--- src/rtl/fp_convert_seq.sv ---
// Sequential two's-complement to sign/exponent/significand converter (value = F * 2^E).
// Normalises one left shift per cycle, then optionally rounds half-up and saturates.
module fp_convert_seq #(
  parameter int MAN_W    = 4,
  parameter int EXP_W    = 3,
  parameter int DIN_W    = 12,
  parameter int ROUND_EN = 1
) (
  input  logic             clk,
  input  logic             rst_n,
  input  logic             in_valid,
  output logic             in_ready,
  input  logic [DIN_W-1:0] din,
  output logic             out_valid,
  input  logic             out_ready,
  output logic             s,
  output logic [EXP_W-1:0] e,
  output logic [MAN_W-1:0] f,
  output logic             sat,
  output logic [2:0]       dbg_state
);

  generate
    if (DIN_W != MAN_W + (1 << EXP_W)) begin : g_bad_widths
      $fatal(1, "fp_convert_seq: DIN_W must equal MAN_W + 2**EXP_W");
    end
  endgenerate

  localparam logic [2:0] IDLE  = 3'd0;
  localparam logic [2:0] ABS   = 3'd1;
  localparam logic [2:0] NORM  = 3'd2;
  localparam logic [2:0] ROUND = 3'd3;
  localparam logic [2:0] DONE  = 3'd4;

  // Handshake: a transfer happens on a rising edge where valid and ready are
  // both high; valid is never withdrawn before it is taken, ready only in IDLE.

  logic [2:0]       state;
  logic [DIN_W-1:0] mag;
  logic [EXP_W-1:0] cnt;
  logic             sgn;
  logic             sat_path;

  logic [MAN_W:0]   ftmp;
  logic             rbit;
  logic [EXP_W-1:0] e_nxt;
  logic [MAN_W-1:0] f_nxt;
  logic             sat_nxt;

  assign in_ready  = (state == IDLE);
  assign dbg_state = state;

  // Rounding carry out of the significand renormalises into the exponent,
  // which clamps to the maximum when it has no headroom left.
  always_comb begin
    rbit    = mag[DIN_W-2-MAN_W];
    ftmp    = {1'b0, mag[DIN_W-2 -: MAN_W]} + {{MAN_W{1'b0}}, ((ROUND_EN != 0) && rbit)};
    e_nxt   = cnt;
    f_nxt   = ftmp[MAN_W-1:0];
    sat_nxt = 1'b0;
    if (sat_path || (ftmp[MAN_W] && (cnt == {EXP_W{1'b1}}))) begin
      e_nxt   = {EXP_W{1'b1}};
      f_nxt   = {MAN_W{1'b1}};
      sat_nxt = 1'b1;
    end else if (ftmp[MAN_W]) begin
      e_nxt = cnt + 1'b1;
      f_nxt = {1'b1, {(MAN_W-1){1'b0}}};
    end
  end

  always_ff @(posedge clk or negedge rst_n) begin
    if (!rst_n) begin
      state     <= IDLE;
      mag       <= '0;
      cnt       <= '0;
      sgn       <= 1'b0;
      sat_path  <= 1'b0;
      out_valid <= 1'b0;
      s         <= 1'b0;
      e         <= '0;
      f         <= '0;
      sat       <= 1'b0;
    end else begin
      case (state)
        IDLE: begin
          if (in_valid) begin
            sgn      <= din[DIN_W-1];
            mag      <= din;
            sat_path <= 1'b0;
            state    <= ABS;
          end
        end
        ABS: begin
          mag   <= sgn ? (~mag + 1'b1) : mag;
          cnt   <= {EXP_W{1'b1}};
          state <= NORM;
        end
        NORM: begin
          // Only the most negative input leaves the top bit set after negation.
          if (mag[DIN_W-1]) begin
            sat_path <= 1'b1;
            state    <= ROUND;
          end else if (mag[DIN_W-2] || (cnt == '0)) begin
            state <= ROUND;
          end else begin
            mag <= mag << 1;
            cnt <= cnt - 1'b1;
          end
        end
        ROUND: begin
          s         <= sgn;
          e         <= e_nxt;
          f         <= f_nxt;
          sat       <= sat_nxt;
          out_valid <= 1'b1;
          state     <= DONE;
        end
        DONE: begin
          if (out_ready) begin
            out_valid <= 1'b0;
            state     <= IDLE;
          end
        end
        default: state <= IDLE;
      endcase
    end
  end

endmodule

--- config.mk ---
export PLATFORM = sky130hd
export DESIGN_NAME = fp_convert_seq
export DESIGN_NICKNAME = d
export VERILOG_FILES = /design/src/rtl/fp_convert_seq.sv
export SDC_FILE = /design/constraint.sdc
export NUM_CORES = 1
export LEC_CHECK = 0
export CAP_MARGIN = 20
export CORE_ASPECT_RATIO = 1.1
export CORE_MARGIN = 1
export CORE_UTILIZATION = 50
export DETAILED_ROUTE_END_ITERATION = 8
export GPL_ROUTABILITY_DRIVEN = 0
export GPL_TIMING_DRIVEN = 0
export MAX_ROUTING_LAYER = met4
export PLACE_DENSITY = 0.84
export REMOVE_ABC_BUFFERS = 1
export SLEW_MARGIN = 10
export SYNTH_ARGS = -nofsm -noshare
export SYNTH_HDL_FRONTEND = slang
export SYNTH_SLANG_ARGS = --single-unit
--- constraint.sdc ---
create_clock -name clk -period 4.39 [get_ports clk]
set_clock_uncertainty 0.2 [all_clocks]
set_input_delay 0.878 -clock clk [delete_from_list [all_inputs] [get_ports clk]]
set_output_delay 0.878 -clock clk [all_outputs]
set_load 0.03 [all_outputs]
==> run summary <==
=================================================================================================================
Clock slew at reported path FFs ....................................................................      0.06 ns
DPL Wire Length ....................................................................................      2937 um
Routed length on met1 ..............................................................................      1919 um
Critical path endpoint category ....................................................................   output pin
Fin. max-slew vios .................................................................................            0
Post-synthesis compound-gate area fraction .........................................................       0.2343
Filler cell count in the final layout ..............................................................          319
Die Footprint ......................................................................................    4065 um^2
Main combinational cell family by area after synthesis ............................................. compound AO/OA/AOI/OAI gates
Relative area change from synthesis to final layout ................................................       18.90%
Critical path data required time ...................................................................      3.31 ns
Register area share after synthesis ................................................................       0.3937
Vias post-DR .......................................................................................         1746
TritonRoute pass-1 iters ...........................................................................            7
Commonest cells post-synth ......................................................................... 30 x sky130_fd_sc_hd__dfrtp_1, 25 x sky130_fd_sc_hd__nand2_1, 25 x sky130_fd_sc_hd__nor2_1, 23 x sky130_fd_sc_hd__a21oi_1, 11 x sky130_fd_sc_hd__o21ai_0
Worst VDD drop .....................................................................................  0.0003513 V
Vias in the first global route .....................................................................         1612
Max cap viols ......................................................................................            0
Post-synthesis share of cell area spent on xor and xnor gates ......................................      0.03215
Share of cells above drive strength 1 ..............................................................      0.06996
Top-level port count ...............................................................................           30
DRC violation count after routing ..................................................................            0
Mux share of post-synthesis cell area ..............................................................      0.01115
Max_slew headroom ..................................................................................       0.4467
Number of buffers inserted by hold repair at cts ...................................................            0
Commonest register cell after synthesis ............................................................ sky130_fd_sc_hd__dfrtp_1
Max Freq ...........................................................................................   0.3341 GHz
Min cycle time layout ..............................................................................     2.993 ns
Maximum fanout count along the critical path .......................................................           18
Multi-input logic area .............................................................................    1044 um^2
Final net count ....................................................................................          266
Mapped Cells .......................................................................................          222
H-tree depth .......................................................................................            2
Met3 wire length ...................................................................................       287 um
Root cell of the clock tree ........................................................................ sky130_fd_sc_hd__clkbuf_8
Setup Viol. Count Final ............................................................................            0
Number of antenna violations at the first check in global routing ..................................            0
Average wire per cell in the routed design .........................................................     15.03 um
# Post-CTS Setup Buffers ...........................................................................            0
Synthesized-area fraction occupied by and/or/nand/nor cells ........................................       0.2172
Core ar. ...........................................................................................    3655 um^2
Worst Max-Slew Pin Slew ............................................................................    0.8249 ns
Total routing usage reported by global routing .....................................................       0.2569
Horiz. Die Dim .....................................................................................     60.88 um
Synth top area cells ............................................................................... sky130_fd_sc_hd__dfrtp_1 39%, sky130_fd_sc_hd__a21oi_1 6.0%, sky130_fd_sc_hd__ha_1 5.2%
Final Hold Vio Count ...............................................................................            0
Register area ......................................................................................   750.7 um^2
Aggregate global routing overflow ..................................................................            0
Biggest area consumer among synthesized cells ...................................................... sky130_fd_sc_hd__dfrtp_1
Arrival time of the worst setup path ...............................................................      1.92 ns
Diode insertion count for antenna repair ...........................................................            0
Number of unique standard cell types used by synthesis .............................................           49
Largest buffer count on any clock path .............................................................            2
Category of the worst setup path launch point ......................................................    flip-flop
Static leakage power ...............................................................................    0.9132 nW
Share of flip-flops with an asynchronous set or reset after synthesis ..............................        1.000
Post-cts repair resize count .......................................................................            0
Average cell area after synthesis ..................................................................   8.589 um^2
Cell area after synthesis ..........................................................................    1907 um^2
Total cell area at the placement stage .............................................................    2176 um^2
Top-area cell type share of the netlist area .......................................................       0.3937
Unrepaired setup endpoints after global routing ....................................................        false
Global-route wire length before repair .............................................................      7438 um
Class of the tightest hold or removal check ........................................................ flip-flop to flip-flop
Post-route antenna net violation count .............................................................            0
Outcome ............................................................................................ complete, no violations
Port Buf Inserts ...................................................................................           29
Chip Height ........................................................................................     66.77 um
Clock sink count ...................................................................................           30
1st-iter DRT viols .................................................................................          135
Number of warnings printed during yosys synthesis ..................................................            0
Initial Util .......................................................................................       0.5217
Critical path type ................................................................................. flip-flop to output pin
Total wirelength of the detailed-routed design .....................................................      4404 um
Via density per instance ...........................................................................        5.959
Highest layer used for signal routing ..............................................................         met4
Arithmetic-cell share of the synthesized area counting full adders, half adders and majority gates .      0.05249
Pin count of the biggest net entering global routing ...............................................           31
Cell row count .....................................................................................           23
Cell Pwr Density ................................................................................... 851.5 nW/um^2
EDFF count, synth ..................................................................................            0
Setup_tns ..........................................................................................         0 ns
Met2 wire length ...................................................................................      2098 um
CTS tree ...........................................................................................        built
Most frequently used cell type in the post-synthesis netlist ....................................... sky130_fd_sc_hd__dfrtp_1
Final design area excluding fillers ................................................................    2267 um^2
Total CTS buffers ..................................................................................            5
Post-synthesis sequential element count ............................................................           30
Clk_lat worst skew .................................................................................      0.28 ns
Fin crit share .....................................................................................       0.6818
=================================================================================================================
## layer usage
layer  vias up  GRT usage
li1        832          -
met1       811     0.3227
met2        85     0.4066
met3        18    0.03689
met4         0     0.1165
met5         -          -
## cell type report
cell class | count | share of cell area
Sequential cell | 30 | 0.3311
Inverter | 9 | 0.01490
Tap cell | 50 | 0.02759
Multi-Input combinational cell | 167 | 0.4603
Clock inverter | 1 | 0.002208
Clock buffer | 7 | 0.03808
Timing Repair Buffer | 29 | 0.1258
## worst max-delay path: stages (launching register included)
cell and delay, ns:
sky130_fd_sc_hd__dfrtp_1 0.62, sky130_fd_sc_hd__nor3_1 0.29, sky130_fd_sc_hd__clkdlybuf4s50_1 0.72
## placed cells by master, fill, tap and decap left out, types with 3 or more instances in the layout
| cell type | count |
|---|---|
| sky130_fd_sc_hd__nand2b_1 | 3 |
| sky130_fd_sc_hd__nand3b_1 | 4 |
| sky130_fd_sc_hd__o21ai_0 | 11 |
| sky130_fd_sc_hd__nor4_1 | 5 |
| sky130_fd_sc_hd__a41oi_1 | 3 |
| sky130_fd_sc_hd__nor2_1 | 25 |
| sky130_fd_sc_hd__clkbuf_8 | 6 |
| sky130_fd_sc_hd__a21oi_1 | 23 |
| sky130_fd_sc_hd__xnor2_1 | 7 |
| sky130_fd_sc_hd__ha_1 | 8 |
| sky130_fd_sc_hd__clkdlybuf4s50_1 | 28 |
| sky130_fd_sc_hd__dfrtp_1 | 30 |
| sky130_fd_sc_hd__nand3_1 | 6 |
| sky130_fd_sc_hd__a221oi_1 | 4 |
| sky130_fd_sc_hd__inv_1 | 9 |
| sky130_fd_sc_hd__nor3_1 | 5 |
| sky130_fd_sc_hd__a211oi_1 | 4 |
| sky130_fd_sc_hd__nand2_1 | 25 |
## path summary, 6_finish.rpt
path | from | end | slack [ns] | depth (start not counted)
min in group asynchronous | rst_n | e[0]$_DFFE_PN0P_ | 0.43 | 1
worst min register to register | s$_DFFE_PN0P_ | s$_DFFE_PN0P_ | 0.28 | 2
worst min-delay path | s$_DFFE_PN0P_ | s$_DFFE_PN0P_ | 0.28 | 2
worst max register to register | dbg_state[0]$_DFFE_PN0P_ | mag[7]$_DFFE_PN0P_ | 1.93 | 5
max in group asynchronous | rst_n | mag[9]$_DFFE_PN0P_ | 3.12 | 1
worst max-delay path | dbg_state[2]$_DFFE_PN0P_ | in_ready | 1.40 | 2
## sequential cells by signal, summed over array words and instances, names as in the netlist
signal / flops
sat: 1
mag: 12
dbg_state: 3
sgn: 1
out_valid: 1
cnt: 3
f: 4
e: 3
sat_path: 1
s: 1
## per-stage QoR
step	util	setup WS, ns	power (mW)	std cells	hold slack, ns
finish	0.6203	1.397	1.930	293	0.2782
global route	0.6203	1.338	2.089	293	0.3309
CTS	0.6203	1.411	1.920	293	0.2815
detailed placement	0.5953	1.396	1.679	285	0.2671
global placement	0.5967	1.423	1.655	285	0.2606
floorplan	-	1.870	1.334	206	0.2925
## report_power, final
group,switching [mW],internal (mW)
Clock,0.104,0.126
Combinational,0.624,0.452
Sequential,0.215,0.409
## kinds of logic (layout without fill, tap and decap cells)
kind of cell / Yosys count / in the layout
buf+inv: 25 / 46
flops: 30 / 30
xor+xnor: 7 / 7
mux: 2 / 2
compound gates: 65 / 65
simple gates: 85 / 85
fa+ha+maj: 8 / 8
Note: power is estimated with default switching activity, not from simulation.
